==> src/rtl/gpio_loader_pkg.sv <==
// Shared types and constants for the GPIO serial loader.
package gpio_loader_pkg;

  localparam int CFG_W_DEF    = 13;
  localparam int NUM_PADS_DEF = 19;

  // Bit positions inside the housekeeping control register.
  localparam int CTRL_XFER      = 0;
  localparam int CTRL_BB_EN     = 1;
  localparam int CTRL_BB_RESETN = 2;
  localparam int CTRL_BB_LOAD   = 3;
  localparam int CTRL_BB_CLOCK  = 4;
  localparam int CTRL_BB_DATA1  = 5;
  localparam int CTRL_BB_DATA2  = 6;

  typedef enum logic [2:0] {
    ST_IDLE,
    ST_CHRST,
    ST_FETCH,
    ST_SHIFT_LO,
    ST_SHIFT_HI,
    ST_LOAD
  } loader_state_e;

endpackage

==> src/rtl/gpio_loader_clkdiv.sv <==
// Phase timer for the loader: tick_o is high in the (CLK_DIV+1)-th cycle
// after the last restart. Restart is asserted on the edge that enters a new state.
module gpio_loader_clkdiv #(
  parameter int CLK_DIV = 1
) (
  input  logic clk_i,
  input  logic rst_i,
  input  logic restart_i,
  output logic tick_o
);

  localparam int CW = (CLK_DIV < 1) ? 1 : $clog2(CLK_DIV + 1);
  localparam logic [CW-1:0] RELOAD = CW'(CLK_DIV);

  logic [CW-1:0] cnt_q;

  always_ff @(posedge clk_i) begin
    if (rst_i || restart_i) begin
      cnt_q <= RELOAD;
    end else if (cnt_q != '0) begin
      cnt_q <= cnt_q - 1'b1;
    end
  end

  assign tick_o = (cnt_q == '0);

endmodule

==> src/rtl/gpio_serial_loader.sv <==
// Shifts 13-bit pad configs into both GPIO chains in parallel, farthest pad first.
// Optional bit-bang passthrough in IDLE is enabled by GPIO_LOADER_BITBANG_EN.
//
// state       | meaning
// IDLE        | waiting for xfer_req (or mirroring bb_* in bit-bang mode)
// CHRST       | serial_resetn low for CLK_DIV+1 cycles
// FETCH       | address out, then latch read data into the shift registers
// SHIFT_LO    | serial_clock low, data set up
// SHIFT_HI    | serial_clock high, chains sample on the rising edge
// LOAD        | serial_load high for CLK_DIV+1 cycles
module gpio_serial_loader
  import gpio_loader_pkg::*;
#(
  parameter int NUM_PADS = NUM_PADS_DEF,
  parameter int CFG_W    = CFG_W_DEF,
  parameter int CLK_DIV  = 1
) (
  input  logic             wb_clk_i,
  input  logic             wb_rst_i,
  input  logic             xfer_req,
  output logic             busy,
  output logic             done,
  output logic [5:0]       cfg_addr1,
  output logic [5:0]       cfg_addr2,
  input  logic [CFG_W-1:0] cfg_data1,
  input  logic [CFG_W-1:0] cfg_data2,
  input  logic             bb_enable,
  input  logic             bb_resetn,
  input  logic             bb_load,
  input  logic             bb_clock,
  input  logic             bb_data1,
  input  logic             bb_data2,
  output logic             serial_clock,
  output logic             serial_load,
  output logic             serial_resetn,
  output logic             serial_data1,
  output logic             serial_data2
);

  localparam int PW = (NUM_PADS < 2) ? 1 : $clog2(NUM_PADS);
  localparam int BW = (CFG_W < 2) ? 1 : $clog2(CFG_W);
  localparam logic [PW-1:0] PAD_LAST = PW'(NUM_PADS - 1);
  localparam logic [BW-1:0] BIT_LAST = BW'(CFG_W - 1);

  loader_state_e    state_q;
  logic [PW-1:0]    pad_cnt_q;
  logic [PW-1:0]    pad_nxt;
  logic [BW-1:0]    bit_cnt_q;
  logic             fetch_wait_q;
  logic [CFG_W-1:0] shift1_q;
  logic [CFG_W-1:0] shift2_q;
  logic             tick;
  logic             phase_end;
  logic             bb_active;
  logic [4:0]       idle_out;   // {clock, load, resetn, data1, data2}

`ifdef GPIO_LOADER_BITBANG_EN
  assign bb_active = bb_enable;
  assign idle_out  = {bb_clock, bb_load, bb_resetn, bb_data1, bb_data2};
`else
  logic unused_bb;
  assign unused_bb = ^{bb_enable, bb_resetn, bb_load, bb_clock, bb_data1, bb_data2};
  assign bb_active = 1'b0;
  assign idle_out  = 5'b00100;
`endif

  assign pad_nxt = pad_cnt_q + 1'b1;

  always_comb begin
    phase_end = 1'b0;
    case (state_q)
      ST_IDLE:  phase_end = xfer_req && !bb_active;
      ST_FETCH: phase_end = fetch_wait_q;
      default:  phase_end = tick;
    endcase
  end

  gpio_loader_clkdiv #(.CLK_DIV(CLK_DIV)) u_clkdiv (
    .clk_i     (wb_clk_i),
    .rst_i     (wb_rst_i),
    .restart_i (phase_end),
    .tick_o    (tick)
  );

  always_ff @(posedge wb_clk_i) begin
    if (wb_rst_i) begin
      state_q       <= ST_IDLE;
      busy          <= 1'b0;
      done          <= 1'b0;
      serial_clock  <= 1'b0;
      serial_load   <= 1'b0;
      serial_resetn <= 1'b0;
      serial_data1  <= 1'b0;
      serial_data2  <= 1'b0;
      cfg_addr1     <= '0;
      cfg_addr2     <= '0;
      pad_cnt_q     <= '0;
      bit_cnt_q     <= '0;
      fetch_wait_q  <= 1'b0;
      shift1_q      <= '0;
      shift2_q      <= '0;
    end else begin
      done <= 1'b0;
      case (state_q)
        ST_IDLE: begin
          busy <= 1'b0;
          {serial_clock, serial_load, serial_resetn, serial_data1, serial_data2} <= idle_out;
          if (xfer_req && !bb_active) begin
            state_q       <= ST_CHRST;
            busy          <= 1'b1;
            serial_clock  <= 1'b0;
            serial_load   <= 1'b0;
            serial_resetn <= 1'b0;
            serial_data1  <= 1'b0;
            serial_data2  <= 1'b0;
            pad_cnt_q     <= '0;
            bit_cnt_q     <= '0;
          end
        end
        ST_CHRST: begin
          if (tick) begin
            state_q       <= ST_FETCH;
            serial_resetn <= 1'b1;
            fetch_wait_q  <= 1'b0;
            cfg_addr1     <= 6'(NUM_PADS - 1 - int'(pad_cnt_q));
            cfg_addr2     <= 6'(NUM_PADS + int'(pad_cnt_q));
          end
        end
        ST_FETCH: begin
          if (!fetch_wait_q) begin
            fetch_wait_q <= 1'b1;
          end else begin
            shift1_q     <= cfg_data1;
            shift2_q     <= cfg_data2;
            serial_data1 <= cfg_data1[CFG_W-1];
            serial_data2 <= cfg_data2[CFG_W-1];
            serial_clock <= 1'b0;
            state_q      <= ST_SHIFT_LO;
          end
        end
        ST_SHIFT_LO: begin
          if (tick) begin
            serial_clock <= 1'b1;
            state_q      <= ST_SHIFT_HI;
          end
        end
        ST_SHIFT_HI: begin
          if (tick) begin
            serial_clock <= 1'b0;
            if (bit_cnt_q == BIT_LAST) begin
              bit_cnt_q <= '0;
              if (pad_cnt_q == PAD_LAST) begin
                pad_cnt_q    <= '0;
                serial_load  <= 1'b1;
                serial_data1 <= 1'b0;
                serial_data2 <= 1'b0;
                state_q      <= ST_LOAD;
              end else begin
                pad_cnt_q    <= pad_nxt;
                fetch_wait_q <= 1'b0;
                cfg_addr1    <= 6'(NUM_PADS - 1 - int'(pad_nxt));
                cfg_addr2    <= 6'(NUM_PADS + int'(pad_nxt));
                state_q      <= ST_FETCH;
              end
            end else begin
              bit_cnt_q    <= bit_cnt_q + 1'b1;
              shift1_q     <= {shift1_q[CFG_W-2:0], 1'b0};
              shift2_q     <= {shift2_q[CFG_W-2:0], 1'b0};
              serial_data1 <= shift1_q[CFG_W-2];
              serial_data2 <= shift2_q[CFG_W-2];
              state_q      <= ST_SHIFT_LO;
            end
          end
        end
        ST_LOAD: begin
          if (tick) begin
            serial_load <= 1'b0;
            busy        <= 1'b0;
            done        <= 1'b1;
            state_q     <= ST_IDLE;
          end
        end
        default: state_q <= ST_IDLE;
      endcase
    end
  end

endmodule

==> config.mk <==
export PLATFORM = sky130hd
export DESIGN_NAME = gpio_serial_loader
export DESIGN_NICKNAME = d
export VERILOG_FILES = /design/src/rtl/gpio_loader_pkg.sv /design/src/rtl/gpio_loader_clkdiv.sv /design/src/rtl/gpio_serial_loader.sv
export SDC_FILE = /design/constraint.sdc
export NUM_CORES = 1
export LEC_CHECK = 0
export CAP_MARGIN = 20
export CORE_UTILIZATION = 39
export CTS_CLUSTER_SIZE = 10
export DETAILED_ROUTE_END_ITERATION = 6
export GPL_ROUTABILITY_DRIVEN = 0
export GPL_TIMING_DRIVEN = 0
export PLACE_DENSITY = 0.66
export SYNTH_ARGS = -nofsm -noshare
export SYNTH_HDL_FRONTEND = slang
export SYNTH_SLANG_ARGS = --single-unit
==> constraint.sdc <==
create_clock -name wb_clk_i -period 4.9 [get_ports wb_clk_i]
set_input_delay 0.98 -clock wb_clk_i [delete_from_list [all_inputs] [get_ports wb_clk_i]]
set_output_delay 0.98 -clock wb_clk_i [all_outputs]
set_load 0.05 [all_outputs]
# [After elaboration in Yosys (flattened, before gate mapping)]
# Cells that the tools add are included.
[totals] register_bits=57 in_bits=35
[classes] mux=64 reduce_logical=23 addsub=7 n_eq_ne=18 n_bitwise=2
[op_table] operator="$mux W12" n=6
[op_table] operator="$mux W6" n=8
[op_table] operator="$pmux W12 S2" n=2
[op_table] operator="$mux W3" n=8
[op_table] operator="$pmux W6 S2" n=2
[op_table] operator="$mux W1" n=20
[op_table] operator="$mux W5" n=4
[op_table] operator="$ne A2 B2 Y1 const B" n=10
[op_table] operator="$pmux W3 S6" n=1
[op_table] operator="$reduce_and A4 Y1" n=4
[op_table] operator="$reduce_and A5 Y1" n=3
[op_table] operator="$add A5 B5 Y6 const A" n=2
[op_table] operator="$mux W4" n=3
[op_table] operator="$pmux W1 S3" n=4
[op_table] operator="$sub A5 B5 Y6 const A" n=2
[op_table] operator="$pmux W5 S2" n=1
[op_table] operator="$reduce_bool A2 Y1" n=5
[op_table] operator="$reduce_bool A3 Y1" n=3
[op_table] operator="$pmux W4 S2" n=1
[op_table] operator="$eq A3 B2 Y1 const B" n=2
[op_table] operator="$eq A3 B3 Y1 const B" n=2
[op_table] operator="$pmux W1 S2" n=3
[op_table] operator="$reduce_and A6 Y1" n=1
[op_table] operator="$add A5 B1 Y5 const B" n=1
[op_table] operator="other kinds (14)" n=16

# [Longest topological paths before layout]
# Gate-level depths: netlist of the first run.
[depth] depth_word=6 mapped_depth=10

# [Cells and area by module]
# From an unflattened synthesis of the first run, not the netlist that was laid out.
[hier_totals] hier_cells=398 hier_area_um2=3055.4
[modules_own_cells] mod="gpio_serial_loader" cells_per_inst=395 area_per_inst_um2=3025.4 n_inst=1
[modules_own_cells] mod="gpio_loader_clkdiv" cells_per_inst=3 area_per_inst_um2=30.0 n_inst=1

# [Least setup slack after synthesis of the first run]
# OpenSTA, ideal clock, no wires.
[synth_timing] path_type="reg2reg" start="register pad_cnt_q[0]" end="register cfg_addr1[5]" setup_time_ps=132 slack_ps=2520 path_stages_with_launch=10 t_arrival_ps=2248 path_cell_list="dfxtp_1 -> clkbuf_1 -> inv_1 -> ha_1 -> and4bb_2 -> or4_4 -> buf_6 -> a21boi_1 -> a311oi_1 -> nor3_1"
[synth_via] elab_chain_cells=6 elab_cells_between_ends=11 classes_between="add/sub (3); eq/ne (2); mux (5); reduce/logical (1)"
[synth_lines] element="start, declared" line_no="gpio_serial_loader.sv:46" text="logic [PW-1:0] pad_cnt_q;"
[synth_lines] element="start signal, assigned" line_no="gpio_serial_loader.sv:159" text="pad_cnt_q <= pad_nxt;"
[synth_lines] element="$add A5 B1 Y5" line_no="gpio_serial_loader.sv:67" text="assign pad_nxt = pad_cnt_q + 1'b1;"
[synth_lines] element="$sub A5 B5 Y6" line_no="gpio_serial_loader.sv:161" text="cfg_addr1 <= 6'(NUM_PADS - 1 - int'(pad_nxt));"
[synth_lines] element="$mux W6" line_no="gpio_serial_loader.sv:152" text="if (pad_cnt_q == PAD_LAST) begin"
[synth_lines] element="$mux W6" line_no="gpio_serial_loader.sv:150" text="if (bit_cnt_q == BIT_LAST) begin"
[synth_lines] element="$mux W6" line_no="gpio_serial_loader.sv:148" text="if (tick) begin"
[synth_lines] element="$pmux W6 S2" line_no="gpio_serial_loader.sv:104" text="case (state_q)"
[synth_lines] element="end signal, assigned" line_no="gpio_serial_loader.sv:125" text="cfg_addr1 <= 6'(NUM_PADS - 1 - int'(pad_cnt_q));"
[synth_lines] element="end signal, assigned" line_no="gpio_serial_loader.sv:161"
[synth_lines] element="end, declared" line_no="gpio_serial_loader.sv:23" text="output logic [5:0] cfg_addr1,"
# Several ways; a longest one is shown, not always the timed one. The select of a mux whose other input is x is not followed.
# A chain may end at the register's enable or synchronous reset.

# [Final worst setup path of the first run]
# Ends and elaborated chain as after synthesis.

==> results of run 1 <==
layer usage:
| layer | vias up | wire length, um | global-route usage (%) |
|---|---|---|---|
| met5 | - | 0 | 0 |
| met4 | 0 | 89 | 7.51 |
| met3 | 7 | 528 | 5.41 |
| met2 | 99 | 3710 | 31.9 |
| met1 | 1365 | 3790 | 28.7 |
| li1 | 1487 | - | - |
power by group through the flow:
stage | sequential [mW] | clock [mW] | combinational, mW
after floorplan | 0.614 | 0 | 0.203
after global placement | 0.563 | 0 | 0.359
after detailed placement | 0.564 | 0 | 0.364
after CTS | 0.554 | 0.449 | 0.366
after global routing | 0.562 | 0.468 | 0.404
final | 0.554 | 0.440 | 0.366
sequential cells by signal, summed over array words and instances, names as in the netlist, 3 cells and up:
register   cells
bit_cnt_q      4
cfg_addr1      6
state_q        3
shift1_q      12
cfg_addr2      6
shift2_q      12
pad_cnt_q      5
stage by stage:
step / instances / utilization (%) / power, mW / instance area, um^2 / hold slack, ps
2_1_floorplan: 391 / - / 0.817 / 3010 / 446
3_5_place_dp: 536 / 48.7 / 0.929 / 3590 / 449
3_3_place_gp: 536 / 48.7 / 0.922 / 3590 / 444
4_1_cts: 552 / 51.4 / 1.37 / 3790 / 460
6_report: 552 / 51.4 / 1.36 / 3790 / 455
5_1_grt: 552 / 51.4 / 1.43 / 3790 / 484
worst max-delay path: cells and delay by family (launching register included):
kind                       cells  cell delay (ps)
DFF                            1              450
adders and majority gates      1              240
buffers and inverters          3              720
and+or+nand+nor                3              780
AOI/OAI and AO/OA              2              560
area by class of cell:
| class | count | area [um^2] | area share [%] |
|---|---|---|---|
| buffer | 34 | 163 | 4.29 |
| multi-input combinational | 292 | 1670 | 44.2 |
| timing repair buffer | 46 | 460 | 12.2 |
| sequential | 57 | 1140 | 30.1 |
| inverter | 8 | 30.0 | 0.793 |
| tap | 99 | 124 | 3.27 |
| clock buffer | 10 | 128 | 3.37 |
| clock inverter | 6 | 67.6 | 1.78 |
cells in the final DEF, fill, tap and decap left out, types with 3 or more instances in the layout:
master            n
a211oi_1          8
a21oi_1          27
a311oi_1         23
a31oi_1           3
a32oi_1           3
buf_2            10
buf_6             3
clkbuf_1         22
clkbuf_8          9
clkdlybuf4s50_1  46
dfxtp_1          57
ha_1              5
inv_1             8
nand2_1          70
nand2b_1          6
nand3_1           6
nor2_1           59
nor2b_1           5
nor3_1            7
o21ai_0          15
or3_1             4
xnor2_1           7
xor2_1            8
final timing paths:
check | from | endpoint | slack [ps]
worst max register to register | pad_cnt_q[0] | cfg_addr1[5] | 2000
worst max-delay path | pad_cnt_q[0] | cfg_addr1[5] | 2000
worst min register to register | serial_data1 | serial_data1 | 450
worst min-delay path | serial_data1 | serial_data1 | 450
kinds of logic after synthesis:
logic type | count (synthesis)
buffers and inverters | 42
AND/OR/NAND/NOR | 172
AO/OA/AOI/OAI | 97
flip-flops | 57
multiplexers | 3
XOR/XNOR | 15
adder cells (fa/ha/maj) | 5
==> flow_summary.toml, run 1 <==
[timing]
min_period_ps = 2900
tightestPinTransition_ps = 829
max_freq_mhz = 345
setup-violations-final = 0
report.final.slew_viol_count = 0
hold_violations = 0
finalSetupTns_ps = 0
skew_ps = 10.1
rsz0062_at_grt = "false"
timing.final.crit_share_pct = 59.1
finalWorstSetupSlack_ps = 2000
slew-limit-headroom_pct = 44.6

[worst_setup_path]
criticalPathCategory = "reg2reg"
cp-start-kind = "flop"
crit_path_max_incr_delay_ps = 450
critPathArrivalTime_ps = 3090
cpMaxStageDelayCell = "dfxtp_1"
critPathMaxFanout = 10
critical_path.endpoint_type = "flop"
path_cells = "clkbuf_1 > inv_1 > ha_1 > and4bb_2 > or4_4 > buf_6 > a21boi_1 > a311oi_1 > nor3_1"
worst-r2r-cell-count = 9
cp.required_ps = 5100

[logic_synthesis]
async_flop_share_pct = 0
avgSynthCellArea_um2 = 7.69
synth_area_mm2 = 0.00301
synth-xor-area-share_pct = 4.37
synth_area_leaders = "dfxtp_1, nand2_1, nor2_1"
synth_top_family_by_area = "simple AND/OR/NAND/NOR gates"
synth_fa_ha_area_share_pct = 2.08
yosys-top-cells-count = "nand2_1, nor2_1, dfxtp_1, a21oi_1, a311oi_1"
yosysMostFrequentCell = "nand2_1"
synth_top_area_share_pct = 37.9
synth.largest_area_cell = "dfxtp_1"
synth-simple-area-share_pct = 25.4
synthCells = 391
synth_edf_count = 0
ys.flop_type = "dfxtp_1"
synth-seq-area-share_pct = 37.9
synthMuxAreaShare_pct = 1.04
syn_nets = 431
synth_compound_area_share_pct = 22.8
synth_cell_types = 49
yosys_warnings = 0
synth_seq_cells = 57

[power]
p_comb_share_pct = 26.9
seqPwrFrac_pct = 40.8
clockPowerShare_pct = 32.3
swShare_pct = 33.7
p_switching_mw = 0.458
ir_worst_vdd_mv = 0.225
intPower_mw = 0.902
leakagePower_nw = 1.37
power_density_mw_per_mm2 = 359

[detailed_routing]
ant_nets = 0
dr.pass1.iters = 4
drt-total-wl_um = 8110
route.detailed.drc = 0
routed_via_density = 5.36
vias = 2958
routedWlPerCell_um = 14.7
drtIter0Drc = 145

[placed_design]
post-place-ws_ps = 1940
dpl.hpwl_um = 5680
port_buffers = 46

[global_route]
grt_pass1_vias = 2778
grt_max_degree = 12
grt_pass1_wl_um = 13600
track_usage_pct = 21.0
antenna_found_initial = 0
grt_overflow = 0

[clock_tree]
cts_buffers = 9
cts_tree = "yes"
cts-root-buf = "clkbuf_8"
h-tree-depth = 3
hold_buffers = 0
post_cts_buffers = 0
clk_pin_slew_ps = 70
cts-resized-gates = 0
insertion_delay_ps = 340
clock_tree.buffer_depth = 2
clock-sinks = 57

[run_status]
outcome = "completed"

[floorplanning]
start_util_pct = 40.8
io_pins = 54
rows = 31
dieWidth_um = 89.8
coreArea_mm2 = 0.00737
die_h_um = 89.8
dieArea_mm2 = 0.00807

[worst_hold_path]
holdCritPathClass = "reg2reg"
hold_depth = 2

[cells_and_area]
syn_to_final_growth_pct = 25.9
fill_cells = 716
layout-drive-gt1-share_pct = 7.51
diodes = 0
final_nets = 488

[run]
max-cap-violations = 0
No activity file was read; power rests on OpenSTA's default activity.
==> run 2: changes to the inputs <==
==> constraint.sdc (replaced) <==
create_clock -name wb_clk_i -period 3 [get_ports wb_clk_i]
set_input_delay 0.6 -clock wb_clk_i [delete_from_list [all_inputs] [get_ports wb_clk_i]]
set_output_delay 0.6 -clock wb_clk_i [all_outputs]
set_load 0.05 [all_outputs]
==> run 2 against run 1 <==
  * Maximum frequency increased by 6.7%
  * Cell count is the same
  * Register-to-register slack got worse by 1700 ps
  * Utilization hardly changed
  * Via count increased by 0.41%
  * Sequential power increased by 63%
  * Global-route usage is the same
  * Worst hold slack about the same
  * Total power rose by 63%
  * Sequential share of layout area hardly changed
  * Combinational power increased by 63%
  * Flip-flop and latch count unchanged
  * Critical path type unchanged
  * Largest power group unchanged
  * Highest routed layer unchanged
==> flow_summary.toml, run 2 (synthesis results as in run 1) <==
[run_status]
outcome = "completed"

[timing]
slew-limit-headroom_pct = 46.8
rsz0062_at_grt = "false"
skew_ps = 8.10
tightestPinTransition_ps = 797
setup-violations-final = 0
finalSetupTns_ps = 0
hold_violations = 0
finalWorstSetupSlack_ps = 288
max_freq_mhz = 369
timing.final.crit_share_pct = 90.4
min_period_ps = 2710
report.final.slew_viol_count = 0

[worst_hold_path]
holdPathEnd = "serial_data1"
hp-start = "serial_data1"
holdCritPathClass = "reg2reg"
hold_depth = 2

[clock_tree]
hold_buffers = 0
cts-root-buf = "clkbuf_8"
cts_buffers = 9
cts_tree = "yes"
h-tree-depth = 3
clock_tree.buffer_depth = 2
clk_pin_slew_ps = 70
clock-sinks = 57
insertion_delay_ps = 340

[floorplanning]
dieArea_mm2 = 0.00807
die_h_um = 89.8
io_pins = 54
rows = 31
coreArea_mm2 = 0.00737
dieWidth_um = 89.8
start_util_pct = 40.8

[cells_and_area]
layout_commonest_cell = "nand2_1"
syn_to_final_growth_pct = 26.0
fin_util_pct = 51.4
layout-drive-gt1-share_pct = 7.73
final_cell_mix = "nand2_1, nor2_1, dfxtp_1, clkdlybuf4s50_1, a21oi_1"
diodes = 0
final_nets = 488
top_regs = "shift1_q (12), shift2_q (12)"

[global_route]
grt_overflow = 0
grt_max_degree = 12
track_usage_pct = 21.0
grt_pass1_vias = 2778
antenna_found_initial = 0
grt_pass1_wl_um = 13600

[detailed_routing]
route.detailed.drc = 0
drtIter0Drc = 146
routed_via_density = 5.38
vias = 2970
ant_nets = 0
routedWlPerCell_um = 14.7
drt-total-wl_um = 8120
dr.pass1.iters = 5

[power]
power_density_mw_per_mm2 = 586
ir_worst_vdd_mv = 0.367
leakagePower_nw = 1.37

[worst_setup_path]
r2r_start = "pad_cnt_q[0]"
criticalPathCategory = "reg2reg"
cp-start-kind = "flop"
r2r_end = "cfg_addr1[5]"
cp.required_ps = 3200
worst-r2r-cell-count = 9
critical_path.endpoint_type = "flop"
critPathArrivalTime_ps = 2910
critPathMaxFanout = 10
r2r_slack_ps = 290

[placed_design]
port_buffers = 46
post-place-ws_ps = 128
dpl.hpwl_um = 5680

[run]
max-cap-violations = 0
-- run 2: cell counts in the layout (fill, tap and decap cells not counted) --
No cell type changed its count.
-- run 2: timing repair --
item | CTS | global route
resized for setup | 0 | 2
buffers inserted | 0 | 0
endpoints found under the setup margin | 0 | 2
-- run 2: how the worst max path moves through the flow --
stage	cells past startpoint	end	start
floorplan	9	cfg_addr1[5]	pad_cnt_q[0]
global placement	9	cfg_addr1[5]	pad_cnt_q[0]
detailed placement	9	cfg_addr1[5]	pad_cnt_q[0]
CTS	9	cfg_addr1[5]	pad_cnt_q[0]
global route	9	cfg_addr1[5]	pad_cnt_q[0]
finish	9	cfg_addr1[5]	pad_cnt_q[0]
-- run 2: cell type report --
| type | instances | area [um^2] |
|---|---|---|
| plain buffers | 34 | 164 |
| well taps | 99 | 124 |
| flip-flops and latches | 57 | 1140 |
| repair buffers | 46 | 460 |
| inverters | 8 | 30.0 |
| multi-input cells | 292 | 1670 |
| clock inverters | 6 | 67.6 |
| clock buffers | 10 | 128 |
| fillers | 716 | 3580 |
-- run 2: per-stage QoR --
step / power [mW] / hold WS (ps) / cell area (um^2) / cells
3_5_place_dp: 1.52 / 449 / 3590 / 536
2_1_floorplan: 1.33 / 446 / 3010 / 391
6_report: 2.22 / 455 / 3790 / 552
4_1_cts: 2.24 / 460 / 3790 / 552
5_1_grt: 2.34 / 484 / 3790 / 552
3_3_place_gp: 1.51 / 444 / 3590 / 536
-- run 2: per-layer routing --
| layer | global-route usage, % | vias up | routed length, um |
|---|---|---|---|
| met5 | 0 | - | 0 |
| met4 | 7.51 | 0 | 94 |
| met3 | 5.41 | 8 | 515 |
| met2 | 31.9 | 101 | 3630 |
| met1 | 28.7 | 1371 | 3880 |
| li1 | - | 1490 | - |
-- run 2: worst max-delay path, cell delays in order (launching register included) --
cell and delay [ps]:
dfxtp_1 460, clkbuf_2 280, inv_1 120, ha_1 220
and4bb_2 270, or4_4 430, buf_6 160, a21boi_1 240
a311oi_1 310, nor3_1 80
-- run 2: power by group --
group / switching (mW) / total, mW / internal [mW] / leakage (nW)
clock network: 0.332 / 0.718 / 0.386 / 0.0929
registers: 0.0521 / 0.905 / 0.853 / 0.464
logic: 0.365 / 0.598 / 0.233 / 0.814
total: 0.749 / 2.22 / 1.47 / 1.37
==> run 3: changes to the inputs <==
==> constraint.sdc (replaced) <==
create_clock -name wb_clk_i -period 2.62 [get_ports wb_clk_i]
set_input_delay 0.524 -clock wb_clk_i [delete_from_list [all_inputs] [get_ports wb_clk_i]]
set_output_delay 0.524 -clock wb_clk_i [all_outputs]
set_load 0.05 [all_outputs]
==> run 3 against run 2 <==
  * Setup slack got worse by 170 ps
  * Global-route usage unchanged
  * Sequential share of layout area decreased by 0.076 points
  * Largest cell class unchanged
  * Largest power group unchanged
==> flow_summary.toml, run 3 (synthesis results as in run 1) <==
[run_status]
outcome = "completed"

[power]
p_switching_mw = 0.860
seqPwrFrac_pct = 40.7
p_comb_share_pct = 27.0
swShare_pct = 33.8
power_density_mw_per_mm2 = 670
intPower_mw = 1.69
p_total_mw = 2.55
leakagePower_nw = 1.37
ir_worst_vdd_mv = 0.419
clockPowerShare_pct = 32.3

[worst_setup_path]
criticalPathCategory = "reg2reg"
cpMaxStageDelayCell = "or4_4"
cp-start-kind = "flop"
path_cells = "clkbuf_4 > inv_1 > ha_1 > and4bb_2 > or4_4 > buf_6 > a21boi_2 > a311oi_1 > nor3_1"
critPathArrivalTime_ps = 2700
critPathMaxFanout = 10
critical_path.endpoint_type = "flop"
crit_path_max_incr_delay_ps = 430
cp.required_ps = 2820

[timing]
min_period_ps = 2510
hold_ws_ps = 456
tightestPinTransition_ps = 715
rsz0062_at_grt = "false"
skew_ps = 9.47
finalWorstSetupSlack_ps = 114
max_freq_mhz = 399
slew-limit-headroom_pct = 51.7
hold_violations = 0
finalSetupTns_ps = 0
timing.final.crit_share_pct = 95.7
report.final.slew_viol_count = 0
setup-violations-final = 0

[global_route]
grt_overflow = 0
grt_pass1_vias = 2778
grt_pass1_wl_um = 13600
track_usage_pct = 21.0
antenna_found_initial = 0
grt_max_degree = 12

[cells_and_area]
final_nets = 488
top_regs = "shift1_q (12), shift2_q (12)"
diodes = 0
fin_util_pct = 51.6
multiInputGateArea_mm2 = 0.00168
stdcell_area_mm2 = 0.00380
fill_cells = 717
layout_commonest_cell = "nand2_1"
final_cell_mix = "nand2_1, nor2_1, dfxtp_1, clkdlybuf4s50_1, a21oi_1"
seqCellArea_mm2 = 0.00114
final_cells = 552
layout-drive-gt1-share_pct = 8.39
syn_to_final_growth_pct = 26.4

[clock_tree]
cts_buffers = 9
clock-sinks = 57
clock_tree.buffer_depth = 2
cts-root-buf = "clkbuf_8"
insertion_delay_ps = 340
cts_tree = "yes"
clk_pin_slew_ps = 70
h-tree-depth = 3

[detailed_routing]
dr.pass1.iters = 4
drt-total-wl_um = 8120
drtIter0Drc = 141
routed_via_density = 5.43
vias = 2997
route.detailed.drc = 0
ant_nets = 0
routedWlPerCell_um = 14.7

[placed_design]
post-place-ws_ps = -252
place_area_mm2 = 0.00359
dp_cells = 536
dpl.hpwl_um = 5680
port_buffers = 46

[floorplanning]
start_util_pct = 40.8
rows = 31
die_h_um = 89.8
io_pins = 54
dieArea_mm2 = 0.00807
dieWidth_um = 89.8
coreArea_mm2 = 0.00737

[run]
max-cap-violations = 0

[worst_hold_path]
holdCritPathClass = "reg2reg"
run 3: cell types whose count changed in the layout (fill, tap and decap cells not counted):
cell	delta
dfxtp_2	+1
dfxtp_1	-1
clkbuf_4	+1
a21boi_2	+1
nor4_2	+1
nor4_1	-1
clkbuf_2	-1
a21boi_1	-1
run 3: final timing paths:
path / endpoint / slack [ps] / cells past startpoint / start
setup / recovery: cfg_addr1[5] / 110 / 9 / pad_cnt_q[0]
hold / removal: serial_data1 / 460 / 2 / serial_data1
setup reg to reg: cfg_addr1[5] / 110 / 9 / pad_cnt_q[0]
hold reg to reg: serial_data1 / 460 / 2 / serial_data1
run 3: layer usage:
layer / track usage (%) / up-vias / wire, um
met5: 0 / - / 0
met4: 7.51 / 0 / 127
met3: 5.41 / 12 / 493
met2: 31.9 / 103 / 3640
met1: 28.7 / 1393 / 3860
li1: - / 1489 / -
run 3: worst max-delay path: cells and delay by family (launching register included):
family / cells / cell delay (ps)
compound gates: 2 / 490
fa+ha+maj: 1 / 210
buf+inv: 3 / 480
flops: 1 / 390
simple gates: 3 / 780
run 3: final cells by class:
cell class	count	share of cell area, %
inverter	8	0.790
sequential	57	30.0
clock buffer	10	3.36
tap	99	3.26
buffer	34	4.38
multi-input combinational	292	44.3
timing repair buffer	46	12.1
clock inverter	6	1.78
run 3: repair_timing:
item / CTS / global route
resized for setup: 3 / 2
setup buffers: 0 / 0
gates cloned: 0 / 0
pin swaps: 1 / 1
setup endpoints to repair: 16 / 3
hold buffers: 0 / 0
run 3: power groups by stage:
stage | Sequential [mW] | Clock (mW) | Combinational [mW]
after global routing | 1.05 | 0.875 | 0.757
after detailed placement | 1.06 | 0 | 0.681
after CTS | 1.04 | 0.840 | 0.685
after global placement | 1.05 | 0 | 0.672
final | 1.04 | 0.822 | 0.688
after floorplan | 1.15 | 0 | 0.379
